[config.mk]
export PLATFORM = sky130hd
export DESIGN_NAME = sb_axi_burst_ctrl_flat
export DESIGN_NICKNAME = d
export VERILOG_FILES = /design/src/rtl/sb_axi_burst_ctrl_pkg.sv /design/src/rtl/sb_axi_burst_ctrl_if.sv /design/src/rtl/sb_axi_burst_ctrl.sv /design/src/flat_wrapper.sv
export SDC_FILE = /design/constraint.sdc
export NUM_CORES = 1
export LEC_CHECK = 0
export ABC_CLOCK_PERIOD_IN_PS = 1600
export CORE_AREA = 3 3 115 117
export DETAILED_ROUTE_END_ITERATION = 7
export DIE_AREA = 0 0 118 120
export GPL_TIMING_DRIVEN = 1
export HOLD_SLACK_MARGIN = 0.15
export PLACE_DENSITY = 0.76
export SLEW_MARGIN = 5
export SYNTH_ARGS = -nofsm -noshare
export SYNTH_HDL_FRONTEND = slang
export SYNTH_SLANG_ARGS = --single-unit
[constraint.sdc]
create_clock -name clk -period 1.6 [get_ports clk]
set_input_delay 0.16 -clock clk [delete_from_list [all_inputs] [get_ports clk]]
set_output_delay 0.16 -clock clk [all_outputs]
set_load 0.03 [all_outputs]
[src/rtl/sb_axi_burst_ctrl_pkg.sv]
// Shared AXI constants, FSM state type and helpers for sb_axi_burst_ctrl.
// Contents:
//   AXI_BURST_INCR, AXI_RESP_*, AXI_CACHE_DEFAULT  fixed AXI field encodings
//   state_e                                        burst sequencer FSM states
//   axi_size_of(strb_width)                        AxSIZE for a given strobe width
package sb_axi_pkg;

  localparam logic [1:0] AXI_BURST_INCR    = 2'b01;
  localparam logic [1:0] AXI_RESP_OKAY     = 2'b00;
  localparam logic [1:0] AXI_RESP_EXOKAY   = 2'b01;
  localparam logic [1:0] AXI_RESP_SLVERR   = 2'b10;
  localparam logic [1:0] AXI_RESP_DECERR   = 2'b11;
  localparam logic [3:0] AXI_CACHE_DEFAULT = 4'b0011;

  typedef enum logic [2:0] {
    StIdle,
    StAw,
    StW,
    StB,
    StAr,
    StR,
    StRsp
  } state_e;

  // log2 of the strobe width; strobe width is a power of two by construction.
  function automatic logic [2:0] axi_size_of(input int unsigned strb_width);
    logic [2:0] size;
    size = '0;
    for (int unsigned i = 0; i < 8; i++) begin
      if ((32'd1 << i) == strb_width) size = 3'(i);
    end
    return size;
  endfunction

endpackage

[src/rtl/sb_axi_burst_ctrl_if.sv]
// AXI4 master-port bundle used by sb_axi_burst_ctrl.
// Modports:
//   master  burst controller side: drives AW/W/AR channels, bready, rready
//   slave   memory / bench side: drives ready on AW/W/AR, B and R channels
interface sb_axi_burst_ctrl_if #(
  parameter int unsigned DATA_WIDTH = 32,
  parameter int unsigned ADDR_WIDTH = 16,
  parameter int unsigned ID_WIDTH   = 8
) ();

  localparam int unsigned STRB_WIDTH = DATA_WIDTH / 8;

  // Write address
  logic [ID_WIDTH-1:0]   awid;
  logic [ADDR_WIDTH-1:0] awaddr;
  logic [7:0]            awlen;
  logic [2:0]            awsize;
  logic [1:0]            awburst;
  logic                  awlock;
  logic [3:0]            awcache;
  logic [2:0]            awprot;
  logic                  awvalid;
  logic                  awready;
  // Write data
  logic [DATA_WIDTH-1:0] wdata;
  logic [STRB_WIDTH-1:0] wstrb;
  logic                  wlast;
  logic                  wvalid;
  logic                  wready;
  // Write response
  logic [ID_WIDTH-1:0]   bid;
  logic [1:0]            bresp;
  logic                  bvalid;
  logic                  bready;
  // Read address
  logic [ID_WIDTH-1:0]   arid;
  logic [ADDR_WIDTH-1:0] araddr;
  logic [7:0]            arlen;
  logic [2:0]            arsize;
  logic [1:0]            arburst;
  logic                  arlock;
  logic [3:0]            arcache;
  logic [2:0]            arprot;
  logic                  arvalid;
  logic                  arready;
  // Read data
  logic [ID_WIDTH-1:0]   rid;
  logic [DATA_WIDTH-1:0] rdata;
  logic [1:0]            rresp;
  logic                  rlast;
  logic                  rvalid;
  logic                  rready;

  modport master (
    output awid, awaddr, awlen, awsize, awburst, awlock, awcache, awprot, awvalid,
    input  awready,
    output wdata, wstrb, wlast, wvalid,
    input  wready,
    input  bid, bresp, bvalid,
    output bready,
    output arid, araddr, arlen, arsize, arburst, arlock, arcache, arprot, arvalid,
    input  arready,
    input  rid, rdata, rresp, rlast, rvalid,
    output rready
  );

  modport slave (
    input  awid, awaddr, awlen, awsize, awburst, awlock, awcache, awprot, awvalid,
    output awready,
    input  wdata, wstrb, wlast, wvalid,
    output wready,
    output bid, bresp, bvalid,
    input  bready,
    input  arid, araddr, arlen, arsize, arburst, arlock, arcache, arprot, arvalid,
    output arready,
    output rid, rdata, rresp, rlast, rvalid,
    input  rready
  );

endinterface

[src/rtl/sb_axi_burst_ctrl.sv]
// Single-outstanding AXI4 burst sequencer. Takes one read or write command at a time,
// issues AW or AR, passes W beats from the requester and R beats back to it, and
// returns one merged response per command.
// Ports:
//   clk, nreset                         clock, asynchronous active-low reset
//   cmd_*                               command handshake (write, addr, len)
//   wd_*                                write beat stream from the requester
//   rd_*                                read beat stream to the requester
//   rsp_*                               completion (type, merged response)
//   m_axi                               AXI4 master port (interface, master modport)
module sb_axi_burst_ctrl #(
  parameter int unsigned DATA_WIDTH = 32,
  parameter int unsigned ADDR_WIDTH = 16,
  parameter int unsigned STRB_WIDTH = DATA_WIDTH / 8,
  parameter int unsigned ID_WIDTH   = 8,
  parameter int unsigned AXI_ID     = 0
) (
  input  logic                  clk,
  input  logic                  nreset,
  input  logic                  cmd_valid,
  output logic                  cmd_ready,
  input  logic                  cmd_write,
  input  logic [ADDR_WIDTH-1:0] cmd_addr,
  input  logic [7:0]            cmd_len,
  input  logic                  wd_valid,
  output logic                  wd_ready,
  input  logic [DATA_WIDTH-1:0] wd_data,
  input  logic [STRB_WIDTH-1:0] wd_strb,
  output logic                  rd_valid,
  input  logic                  rd_ready,
  output logic [DATA_WIDTH-1:0] rd_data,
  output logic                  rd_last,
  output logic                  rsp_valid,
  input  logic                  rsp_ready,
  output logic                  rsp_write,
  output logic [1:0]            rsp_resp,
  sb_axi_burst_ctrl_if.master   m_axi
);
  import sb_axi_pkg::*;

  localparam logic [2:0]            AxSize   = axi_size_of(STRB_WIDTH);
  localparam logic [ADDR_WIDTH-1:0] AddrMask = ~ADDR_WIDTH'((32'd1 << AxSize) - 32'd1);

  state_e                state_q;
  logic [ADDR_WIDTH-1:0] addr_q;
  logic [7:0]            len_q;
  logic                  write_q;
  logic [7:0]            count_q;
  logic [1:0]            resp_q;
  logic                  awvalid_q;
  logic                  arvalid_q;
  logic                  bready_q;
  logic                  cmd_ready_q;
  logic                  rsp_valid_q;

  logic       at_last;
  logic       w_hs;
  logic       r_hs;
  logic [1:0] r_resp;

  assign at_last = (count_q == len_q);
  assign w_hs    = (state_q == StW) && wd_valid && m_axi.wready;
  assign r_hs    = (state_q == StR) && m_axi.rvalid && rd_ready;

  // First non-OKAY response is kept; an rlast that disagrees with the beat count
  // overrides everything with SLVERR.
  always_comb begin
    r_resp = resp_q;
    if (resp_q == AXI_RESP_OKAY) r_resp = m_axi.rresp;
    if (m_axi.rlast != at_last) r_resp = AXI_RESP_SLVERR;
  end

  always_ff @(posedge clk or negedge nreset) begin
    if (!nreset) begin
      state_q     <= StIdle;
      addr_q      <= '0;
      len_q       <= '0;
      write_q     <= 1'b0;
      count_q     <= '0;
      resp_q      <= AXI_RESP_OKAY;
      awvalid_q   <= 1'b0;
      arvalid_q   <= 1'b0;
      bready_q    <= 1'b0;
      cmd_ready_q <= 1'b1;
      rsp_valid_q <= 1'b0;
    end else begin
      unique case (state_q)
        StIdle: begin
          if (cmd_valid) begin
            addr_q      <= cmd_addr & AddrMask;
            len_q       <= cmd_len;
            write_q     <= cmd_write;
            count_q     <= '0;
            resp_q      <= AXI_RESP_OKAY;
            cmd_ready_q <= 1'b0;
            if (cmd_write) begin
              state_q   <= StAw;
              awvalid_q <= 1'b1;
            end else begin
              state_q   <= StAr;
              arvalid_q <= 1'b1;
            end
          end
        end
        StAw: begin
          if (m_axi.awready) begin
            awvalid_q <= 1'b0;
            state_q   <= StW;
          end
        end
        StW: begin
          if (w_hs) begin
            if (at_last) begin
              state_q  <= StB;
              bready_q <= 1'b1;
            end else begin
              count_q <= count_q + 8'd1;
            end
          end
        end
        StB: begin
          if (m_axi.bvalid) begin
            resp_q      <= m_axi.bresp;
            bready_q    <= 1'b0;
            rsp_valid_q <= 1'b1;
            state_q     <= StRsp;
          end
        end
        StAr: begin
          if (m_axi.arready) begin
            arvalid_q <= 1'b0;
            state_q   <= StR;
          end
        end
        StR: begin
          if (r_hs) begin
            resp_q <= r_resp;
            // Count saturates at len so an overlong burst never wraps rd_last.
            if (!at_last) count_q <= count_q + 8'd1;
            if (m_axi.rlast) begin
              rsp_valid_q <= 1'b1;
              state_q     <= StRsp;
            end
          end
        end
        StRsp: begin
          if (rsp_ready) begin
            rsp_valid_q <= 1'b0;
            cmd_ready_q <= 1'b1;
            state_q     <= StIdle;
          end
        end
        default: state_q <= StIdle;
      endcase
    end
  end

  // Requester side
  assign cmd_ready = cmd_ready_q;
  assign wd_ready  = (state_q == StW) && m_axi.wready;
  assign rd_valid  = (state_q == StR) && m_axi.rvalid;
  assign rd_data   = m_axi.rdata;
  assign rd_last   = at_last;
  assign rsp_valid = rsp_valid_q;
  assign rsp_write = write_q;
  assign rsp_resp  = resp_q;

  // Write address
  assign m_axi.awid    = ID_WIDTH'(AXI_ID);
  assign m_axi.awaddr  = addr_q;
  assign m_axi.awlen   = len_q;
  assign m_axi.awsize  = AxSize;
  assign m_axi.awburst = AXI_BURST_INCR;
  assign m_axi.awlock  = 1'b0;
  assign m_axi.awcache = AXI_CACHE_DEFAULT;
  assign m_axi.awprot  = 3'b000;
  assign m_axi.awvalid = awvalid_q;
  // Write data
  assign m_axi.wdata   = wd_data;
  assign m_axi.wstrb   = wd_strb;
  assign m_axi.wlast   = at_last;
  assign m_axi.wvalid  = (state_q == StW) && wd_valid;
  assign m_axi.bready  = bready_q;
  // Read address
  assign m_axi.arid    = ID_WIDTH'(AXI_ID);
  assign m_axi.araddr  = addr_q;
  assign m_axi.arlen   = len_q;
  assign m_axi.arsize  = AxSize;
  assign m_axi.arburst = AXI_BURST_INCR;
  assign m_axi.arlock  = 1'b0;
  assign m_axi.arcache = AXI_CACHE_DEFAULT;
  assign m_axi.arprot  = 3'b000;
  assign m_axi.arvalid = arvalid_q;
  assign m_axi.rready  = (state_q == StR) && rd_ready;

endmodule

[src/flat_wrapper.sv]
// flat-port wrapper written by rule: the top's interface ports become plain ports
module sb_axi_burst_ctrl_flat import sb_axi_pkg::*;
#(
  parameter int unsigned DATA_WIDTH = 32,
  parameter int unsigned ADDR_WIDTH = 16,
  parameter int unsigned STRB_WIDTH = DATA_WIDTH / 8,
  parameter int unsigned ID_WIDTH   = 8,
  parameter int unsigned AXI_ID     = 0
)
  (clk, nreset, cmd_valid, cmd_ready, cmd_write, cmd_addr, cmd_len, wd_valid, wd_ready, wd_data, wd_strb, rd_valid, rd_ready, rd_data, rd_last, rsp_valid, rsp_ready, rsp_write, rsp_resp, m_axi_awid, m_axi_awaddr, m_axi_awlen, m_axi_awsize, m_axi_awburst, m_axi_awlock, m_axi_awcache, m_axi_awprot, m_axi_awvalid, m_axi_awready, m_axi_wdata, m_axi_wstrb, m_axi_wlast, m_axi_wvalid, m_axi_wready, m_axi_bid, m_axi_bresp, m_axi_bvalid, m_axi_bready, m_axi_arid, m_axi_araddr, m_axi_arlen, m_axi_arsize, m_axi_arburst, m_axi_arlock, m_axi_arcache, m_axi_arprot, m_axi_arvalid, m_axi_arready, m_axi_rid, m_axi_rdata, m_axi_rresp, m_axi_rlast, m_axi_rvalid, m_axi_rready);
  sb_axi_burst_ctrl_if #(.DATA_WIDTH(DATA_WIDTH), .ADDR_WIDTH(ADDR_WIDTH), .ID_WIDTH(ID_WIDTH)) m_axi_i ();
  input  logic clk;
  input  logic nreset;
  input  logic cmd_valid;
  output logic cmd_ready;
  input  logic cmd_write;
  input  logic [ADDR_WIDTH-1:0] cmd_addr;
  input  logic [7:0] cmd_len;
  input  logic wd_valid;
  output logic wd_ready;
  input  logic [DATA_WIDTH-1:0] wd_data;
  input  logic [STRB_WIDTH-1:0] wd_strb;
  output logic rd_valid;
  input  logic rd_ready;
  output logic [DATA_WIDTH-1:0] rd_data;
  output logic rd_last;
  output logic rsp_valid;
  input  logic rsp_ready;
  output logic rsp_write;
  output logic [1:0] rsp_resp;
  output wire logic [$bits(m_axi_i.awid)-1:0] m_axi_awid;
  output wire logic [$bits(m_axi_i.awaddr)-1:0] m_axi_awaddr;
  output wire logic [$bits(m_axi_i.awlen)-1:0] m_axi_awlen;
  output wire logic [$bits(m_axi_i.awsize)-1:0] m_axi_awsize;
  output wire logic [$bits(m_axi_i.awburst)-1:0] m_axi_awburst;
  output wire logic [$bits(m_axi_i.awlock)-1:0] m_axi_awlock;
  output wire logic [$bits(m_axi_i.awcache)-1:0] m_axi_awcache;
  output wire logic [$bits(m_axi_i.awprot)-1:0] m_axi_awprot;
  output wire logic [$bits(m_axi_i.awvalid)-1:0] m_axi_awvalid;
  input wire logic [$bits(m_axi_i.awready)-1:0] m_axi_awready;
  output wire logic [$bits(m_axi_i.wdata)-1:0] m_axi_wdata;
  output wire logic [$bits(m_axi_i.wstrb)-1:0] m_axi_wstrb;
  output wire logic [$bits(m_axi_i.wlast)-1:0] m_axi_wlast;
  output wire logic [$bits(m_axi_i.wvalid)-1:0] m_axi_wvalid;
  input wire logic [$bits(m_axi_i.wready)-1:0] m_axi_wready;
  input wire logic [$bits(m_axi_i.bid)-1:0] m_axi_bid;
  input wire logic [$bits(m_axi_i.bresp)-1:0] m_axi_bresp;
  input wire logic [$bits(m_axi_i.bvalid)-1:0] m_axi_bvalid;
  output wire logic [$bits(m_axi_i.bready)-1:0] m_axi_bready;
  output wire logic [$bits(m_axi_i.arid)-1:0] m_axi_arid;
  output wire logic [$bits(m_axi_i.araddr)-1:0] m_axi_araddr;
  output wire logic [$bits(m_axi_i.arlen)-1:0] m_axi_arlen;
  output wire logic [$bits(m_axi_i.arsize)-1:0] m_axi_arsize;
  output wire logic [$bits(m_axi_i.arburst)-1:0] m_axi_arburst;
  output wire logic [$bits(m_axi_i.arlock)-1:0] m_axi_arlock;
  output wire logic [$bits(m_axi_i.arcache)-1:0] m_axi_arcache;
  output wire logic [$bits(m_axi_i.arprot)-1:0] m_axi_arprot;
  output wire logic [$bits(m_axi_i.arvalid)-1:0] m_axi_arvalid;
  input wire logic [$bits(m_axi_i.arready)-1:0] m_axi_arready;
  input wire logic [$bits(m_axi_i.rid)-1:0] m_axi_rid;
  input wire logic [$bits(m_axi_i.rdata)-1:0] m_axi_rdata;
  input wire logic [$bits(m_axi_i.rresp)-1:0] m_axi_rresp;
  input wire logic [$bits(m_axi_i.rlast)-1:0] m_axi_rlast;
  input wire logic [$bits(m_axi_i.rvalid)-1:0] m_axi_rvalid;
  output wire logic [$bits(m_axi_i.rready)-1:0] m_axi_rready;
  assign m_axi_awid = m_axi_i.awid;
  assign m_axi_awaddr = m_axi_i.awaddr;
  assign m_axi_awlen = m_axi_i.awlen;
  assign m_axi_awsize = m_axi_i.awsize;
  assign m_axi_awburst = m_axi_i.awburst;
  assign m_axi_awlock = m_axi_i.awlock;
  assign m_axi_awcache = m_axi_i.awcache;
  assign m_axi_awprot = m_axi_i.awprot;
  assign m_axi_awvalid = m_axi_i.awvalid;
  assign m_axi_i.awready = m_axi_awready;
  assign m_axi_wdata = m_axi_i.wdata;
  assign m_axi_wstrb = m_axi_i.wstrb;
  assign m_axi_wlast = m_axi_i.wlast;
  assign m_axi_wvalid = m_axi_i.wvalid;
  assign m_axi_i.wready = m_axi_wready;
  assign m_axi_i.bid = m_axi_bid;
  assign m_axi_i.bresp = m_axi_bresp;
  assign m_axi_i.bvalid = m_axi_bvalid;
  assign m_axi_bready = m_axi_i.bready;
  assign m_axi_arid = m_axi_i.arid;
  assign m_axi_araddr = m_axi_i.araddr;
  assign m_axi_arlen = m_axi_i.arlen;
  assign m_axi_arsize = m_axi_i.arsize;
  assign m_axi_arburst = m_axi_i.arburst;
  assign m_axi_arlock = m_axi_i.arlock;
  assign m_axi_arcache = m_axi_i.arcache;
  assign m_axi_arprot = m_axi_i.arprot;
  assign m_axi_arvalid = m_axi_i.arvalid;
  assign m_axi_i.arready = m_axi_arready;
  assign m_axi_i.rid = m_axi_rid;
  assign m_axi_i.rdata = m_axi_rdata;
  assign m_axi_i.rresp = m_axi_rresp;
  assign m_axi_i.rlast = m_axi_rlast;
  assign m_axi_i.rvalid = m_axi_rvalid;
  assign m_axi_rready = m_axi_i.rready;
  sb_axi_burst_ctrl #(.DATA_WIDTH(DATA_WIDTH), .ADDR_WIDTH(ADDR_WIDTH), .STRB_WIDTH(STRB_WIDTH), .ID_WIDTH(ID_WIDTH), .AXI_ID(AXI_ID)) u_core (.clk(clk), .nreset(nreset), .cmd_valid(cmd_valid), .cmd_ready(cmd_ready), .cmd_write(cmd_write), .cmd_addr(cmd_addr), .cmd_len(cmd_len), .wd_valid(wd_valid), .wd_ready(wd_ready), .wd_data(wd_data), .wd_strb(wd_strb), .rd_valid(rd_valid), .rd_ready(rd_ready), .rd_data(rd_data), .rd_last(rd_last), .rsp_valid(rsp_valid), .rsp_ready(rsp_ready), .rsp_write(rsp_write), .rsp_resp(rsp_resp), .m_axi(m_axi_i));
endmodule
==> results of run 1 <==
-- worst max-delay path by stage --
stage	start	to	slack, ns
2_1_floorplan	u_core.m_axi.arlen[1]	rd_last	-0.02
3_3_place_gp	cmd_valid	u_core.rsp_resp[0]	-0.23
3_5_place_dp	cmd_valid	u_core.state_q[1]	-0.25
4_1_cts	u_core.count_q[1]	rd_last	-0.14
5_1_grt	u_core.count_q[1]	u_core.count_q[5]	-0.25
6_report	u_core.count_q[1]	m_axi_wlast	-0.14
-- cells by family (layout without fill, tap and decap cells) --
group | after synthesis | in the layout | share of synthesized area (%)
DFF | 41 | 41 | 32.1
other | 2 | 46 | 0.235
xor gates and xnor gates | 9 | 9 | 2.46
buffers and inverters | 158 | 172 | 35.1
and+or+nand+nor | 131 | 131 | 19.5
AOI/OAI and AO/OA | 50 | 50 | 10.1
adders and majority gates | 1 | 1 | 0.391
-- cell usage in the layout, fill, tap and decap left out, drive strengths merged, types with 2 or more instances in the layout --
| master | count |
|---|---|
| nand3 | 6 |
| clkdlybuf4s50 | 71 |
| clkinvlp | 2 |
| a21o | 2 |
| nor2 | 12 |
| dfrtp | 40 |
| and2 | 4 |
| buf | 66 |
| nor3b | 2 |
| o21ai | 17 |
| inv | 7 |
| and3 | 6 |
| nand4 | 3 |
| nand3b | 3 |
| nor3 | 6 |
| clkbuf | 6 |
| a21oi | 9 |
| or3b | 2 |
| nor2b | 2 |
| or3 | 2 |
| o2bb2ai | 3 |
| o211ai | 2 |
| nand2 | 78 |
| dlygate4sd2 | 17 |
| conb | 46 |
| nand2b | 2 |
| a31oi | 4 |
| o31ai | 5 |
| xnor2 | 9 |
| a211oi | 3 |
-- power by group through the flow --
stage	combinational, W	sequential [W]	clock [W]
2_1_floorplan	0.00273	0.00247	0
3_3_place_gp	0.00475	0.00183	0
3_5_place_dp	0.00478	0.00184	0
4_1_cts	0.00494	0.00183	0.00126
5_1_grt	0.00564	0.00189	0.00130
6_report	0.00527	0.00182	0.00122
-- sequential cells by signal (all words and copies together) (netlist names) --
register              cells
u_core.rsp_write          1
u_core.m_axi.arlen        8
u_core.cmd_ready          1
u_core.m_axi.araddr      14
u_core.m_axi.awvalid      1
u_core.m_axi.bready       1
u_core.m_axi.arvalid      1
u_core.state_q            3
u_core.rsp_resp           2
u_core.rsp_valid          1
u_core.count_q            8
-- synth_stat cells, drive strengths merged (3+ instances only) --
cell type and count:
a211oi 3, a21oi 9, a31oi 4, and2 4, and3 6, buf 145, clkbuf 5, dfrtp 40
inv 8, nand2 78, nand3 6, nand3b 3, nand4 3, nor2 12, nor3 6, o21ai 17
o2bb2ai 3, o31ai 5, xnor2 9
-- layout make-up --
| type | instances | area share (%) |
|---|---|---|
| multi-input cells | 237 | 31.1 |
| inverters | 8 | 0.794 |
| well taps | 172 | 5.06 |
| repair buffers | 156 | 34.4 |
| clock inverters | 2 | 0.882 |
| clock buffers | 6 | 3.26 |
| flip-flops and latches | 41 | 24.4 |
-- timing repair --
action / in CTS / in global routing
hold buffers: 1 / 0
pin swaps: 3 / 9
resized for setup: 31 / 33
hold endpoints to repair: 15 / 0
setup buffers: 11 / 4
endpoints found under the setup margin: 33 / 44
-- through the flow --
stage | TNS [ns] | worst slack (ns) | total power [W]
after floorplan | -0.0284 | -0.0153 | 0.00520
after global placement | -2.00 | -0.228 | 0.00658
after detailed placement | -3.22 | -0.254 | 0.00662
after CTS | -0.771 | -0.138 | 0.00803
after global routing | -1.85 | -0.245 | 0.00883
final | -0.576 | -0.138 | 0.00831
-- routing by layer --
metal,track usage [%],routed length [um]
met3,3.39,545
met5,0,0
met4,5.13,204
met1,13.1,3330
met2,18.0,4110
==> out/results.ini, run 1 <==
[run_status]
outcome=finished with violations
violations=negative setup slack

[clock_network]
ctsLongestPathBuffers=2
path_clk_slew_ns=0.07
cts_inserted_buffers=5
clock-sinks=41
cts_root_buf=clkbuf_16
worstSkewPairLatency_ns=0.29
cts_tree=done
htreeDepth=2

[worst_hold_path]
hold_end=m_axi_wdata[7]
worstHoldPathType=in2out
hp-start=wd_data[7]
hold_depth=0

[logic_synthesis]
ys_ff_latch=41
synth_edf_count=0
async_flop_share_pct=100
synth_top_area_share_pct=32.2
syn-mean-instance-area_um2=8.16
syn-instance-count=392
synthesis.area_um2=3200
synth_area_leader_cell=buf_4
synth_cell_type_count=43
synth_area_leaders=buf_4, dfrtp_1, nand2_1, o21ai_0, xnor2_1
yosysWarnings=0
seq_area_frac_synth_pct=32.1
synth_flop_cell=dfrtp_1

[drt]
drt_iter0_drc=88
via_per_inst=4.03
drc=0
firstDrtPassIters=4
routedWlPerCell_um=13.2
antenna_left=0
vias=2506
drt-total-wl_um=8190

[worst_setup_path]
worstPathCellList=xnor2_2 > nand4_1 > buf_4 > nor2_4 > buf_6 > buf_6
cp_max_fo=3
timing.rr.start=u_core.count_q[1]
crit_family=buffers and inverters
crit_path_start_kind=flip-flop
cp.arrival_ns=1.58
crit_required_ns=1.44
path_buf_inv=3
cp-end-kind=output port
cpMostUsedCell=buf_6
timing.rr.end=u_core.count_q[5]
regToRegSetupSlack_ns=-0.10
slowest_stage=dfrtp_1
critical_path_class=reg2out
r2r_cells=7
worst-path-stages=6
slowest_delay_ns=0.41

[timing]
fmax_ghz=0.575
hold_violations=0
finalMaxSlewViolations=0
setup_violations=10
setup_ws_ns=-0.138
hold_slack_ns=0.320
final.period_utilization_pct=109
rsz0062_at_grt=yes
min_period_ns=1.74
clock_skew_ns=0.0118

[power_and_ir_drop]
p_clk_share_pct=14.7
cellLeakagePower_nw=2.00
pwr-share-seq_pct=21.9
cellPowerDensity_nw_per_um2=1950
internal_power_w=0.00456
comb_power_share_pct=63.4
max-vdd-ir-drop_uv=535
power_switching_w=0.00375
p_sw_share_pct=45.2

[global_route]
grt_pass1_wl_um=12300
grt_max_degree=25
grt_pass1_vias=2385
grt-ovfl-total=0
grt_antenna_before_repair=0
grt_util_all_layers_pct=10.9

[finish]
nets=575
post-route-cell-area_um2=4250
fin_cells=622
final_core_util_pct=34.1
multi_input_area_um2=1330
seqCellArea_um2=1040
area_delta_synth_final_pct=33.0
num_antenna_cells=0
drive_above_1_share_pct=24.9
fill_cells=1266

[floorplanning]
row_count=41
die_area_um2=14200
die_w_um=118
pin_count=297
core_um2=12500
dieHeight_um=120
start_util_pct=25.7

[job]
cap_violations=0

[placement]
placed_cell_area_um2=3810
place_congestion=0.839
hpwl_um=6030
portBuffers=96
place_inst=598

Note: power is estimated with default switching activity, not from simulation.
==> run 2: changes to the inputs <==
--- a/config.mk
+++ b/config.mk
@@ -6,13 +6,15 @@
 export NUM_CORES = 1
 export LEC_CHECK = 0
 export ABC_CLOCK_PERIOD_IN_PS = 1600
-export CORE_AREA = 3 3 115 117
+export CORE_AREA = 3 3 114 116
 export DETAILED_ROUTE_END_ITERATION = 7
-export DIE_AREA = 0 0 118 120
+export DIE_AREA = 0 0 117 119
+export DONT_BUFFER_PORTS = 1
 export GPL_TIMING_DRIVEN = 1
 export HOLD_SLACK_MARGIN = 0.15
-export PLACE_DENSITY = 0.76
+export PLACE_DENSITY = 0.45
 export SLEW_MARGIN = 5
 export SYNTH_ARGS = -nofsm -noshare
 export SYNTH_HDL_FRONTEND = slang
 export SYNTH_SLANG_ARGS = --single-unit
+export TNS_END_PERCENT = 50
==> out/results.ini, run 2 (synthesized netlist as in run 1, its figures left out) <==
[clock_network]
path_clk_slew_ns=0.07  ; about the same
clock-sinks=41  ; unchanged
htreeDepth=2  ; unchanged
worstSkewPairLatency_ns=0.29  ; about the same
cts_inserted_buffers=5  ; unchanged
ctsLongestPathBuffers=2  ; unchanged
cts_tree=done
cts_root_buf=clkbuf_16

[floorplanning]
core_um2=12000  ; -3.6%
start_util_pct=26.6  ; +0.97 points
row_count=40  ; -2.4%
dieHeight_um=119  ; -0.83%
die_w_um=117  ; -0.85%
die_area_um2=13900  ; -1.7%
pin_count=297  ; unchanged

[worst_setup_path]
timing.rr.end=u_core.rsp_resp[0]
cp-end-kind=output port
cp_max_fo=4  ; +1
r2r_cells=5  ; -2
regToRegSetupSlack_ns=-0.03  ; +0.07 ns
critical_path_class=reg2out
timing.rr.start=u_core.state_q[0]
crit_required_ns=1.44  ; about the same
cp.arrival_ns=1.52  ; -0.06 ns
crit_path_start_kind=flip-flop

[finish]
fin_cells=530  ; -15%
fill_cells=1274  ; +0.63%
multi_input_area_um2=1350  ; +1.9%
num_antenna_cells=0  ; unchanged
area_delta_synth_final_pct=11.9
final_common_cell=nand2_1
layout_common_cells=nand2_1, conb_1, buf_4
drive_above_1_share_pct=27.7  ; +2.8 points
largest_reg_flops=14  ; unchanged
nets=508  ; -12%
post-route-cell-area_um2=3580  ; -16%
seqCellArea_um2=1040  ; unchanged

[timing]
tightest_slew_ns=0.574
max_slew_margin_pct=61.7
min_period_ns=1.68  ; -0.0615 ns
final.period_utilization_pct=105  ; -3.8 points
rsz0062_at_grt=yes
finalMaxSlewViolations=0  ; unchanged
fmax_ghz=0.596  ; +3.7%
tns_ns=-0.222  ; +0.353 ns
hold_violations=0  ; unchanged
clock_skew_ns=0.00946  ; -0.00237 ns
setup_ws_ns=-0.0768  ; +0.0615 ns
setup_violations=8  ; -2

[placement]
place_inst=485  ; -19%
hpwl_um=5410  ; -10%
placed_cell_area_um2=2870  ; -25%
place_congestion=0.808  ; -3.7%
portBuffers=0  ; -100%

[power_and_ir_drop]
cellLeakagePower_nw=1.68  ; -16%
max-vdd-ir-drop_uv=530  ; -0.94%
p_total_w=0.00705  ; -15%
cellPowerDensity_nw_per_um2=1970  ; +0.74%

[drt]
routedWlPerCell_um=14.8  ; +12%
drt_iter0_drc=119  ; +35%
via_per_inst=4.33  ; +7.4%
drc=0  ; unchanged
drt-total-wl_um=7840  ; -4.2%
firstDrtPassIters=4  ; unchanged
vias=2293  ; -8.5%
antenna_left=0  ; unchanged

[global_route]
grt_pass1_vias=2215  ; -7.1%
grt_pass1_wl_um=11600  ; -5.0%
grt-ovfl-total=0  ; unchanged
grt_antenna_before_repair=0  ; unchanged
grt_util_all_layers_pct=10.6  ; -0.28 points
grt_max_degree=42  ; +68%

[run_status]
violations=negative setup slack
outcome=finished with violations

[worst_hold_path]
hold_end=u_core.state_q[2]
hp-start=rsp_ready
hold_depth=2  ; +2
worstHoldPathType=in2reg

[job]
cap_violations=0  ; unchanged

## run 2: worst max-delay path, stage by stage, from the launching register on
cell and delay (ns):
dfrtp_2 0.42, xnor2_1 0.20, nand4_1 0.12, buf_4 0.18, nor2_4 0.17, buf_6 0.15
## run 2: report_power, final
part	leakage [nW]	internal, W	total [W]	switching, W
clock	0.0652	0.000581	0.000990	0.000409
combinational	1.12	0.00147	0.00379	0.00232
sequential	0.501	0.00145	0.00227	0.000813
total	1.68	0.00351	0.00705	0.00354
## run 2: stage by stage
stage	hold slack [ns]	setup slack (ns)	util (%)
after detailed placement	-0.135	-0.0671	23.9
after CTS	0.170	-0.0994	28.7
final	0.165	-0.0768	29.8
after global routing	0.184	-0.180	29.8
after global placement	-0.135	-0.0437	23.9
after floorplan	-0.136	-0.0153	-
## run 2: repair_timing
item / 4_1_cts / 5_1_grt
pin swaps: 7 / 11
setup buffers: 4 / 1
hold buffers: 30 / 0
setup endpoints to repair: 17 / 41
endpoints found under the hold margin: 71 / 0
gates cloned: 0 / 2
gates resized for setup: 26 / 29
## run 2: final cells by class
cell class / instances / share of cell area [%]
multi-input cells: 237 / 37.7
repair buffers: 89 / 23.5
inverters: 8 / 0.839
clock buffers: 8 / 3.81
flip-flops and latches: 41 / 29.0
well taps: 147 / 5.14
## run 2: layer usage
| metal | vias up | GRT usage [%] | share of wire [%] |
|---|---|---|---|
| met5 | - | 0 | 0 |
| met4 | 0 | 5.02 | 2.1 |
| met2 | 99 | 18.5 | 52 |
| met3 | 28 | 3.05 | 7.1 |
| met1 | 1084 | 11.7 | 39 |
| li1 | 1082 | - | - |
## run 2: worst max-delay path by stage
| stage | startpoint | endpoint | slack (ns) | cells after the start |
|---|---|---|---|---|
| floorplan | u_core.m_axi.arlen[1] | rd_last | -0.02 | 4 |
| global placement | u_core.m_axi.arlen[1] | u_core.count_q[3] | -0.04 | 6 |
| detailed placement | u_core.m_axi.arlen[1] | u_core.count_q[3] | -0.07 | 6 |
| CTS | u_core.count_q[5] | m_axi_wlast | -0.1 | 5 |
| global route | u_core.count_q[5] | m_axi_wlast | -0.18 | 5 |
| finish | u_core.m_axi.arlen[4] | m_axi_wlast | -0.08 | 5 |
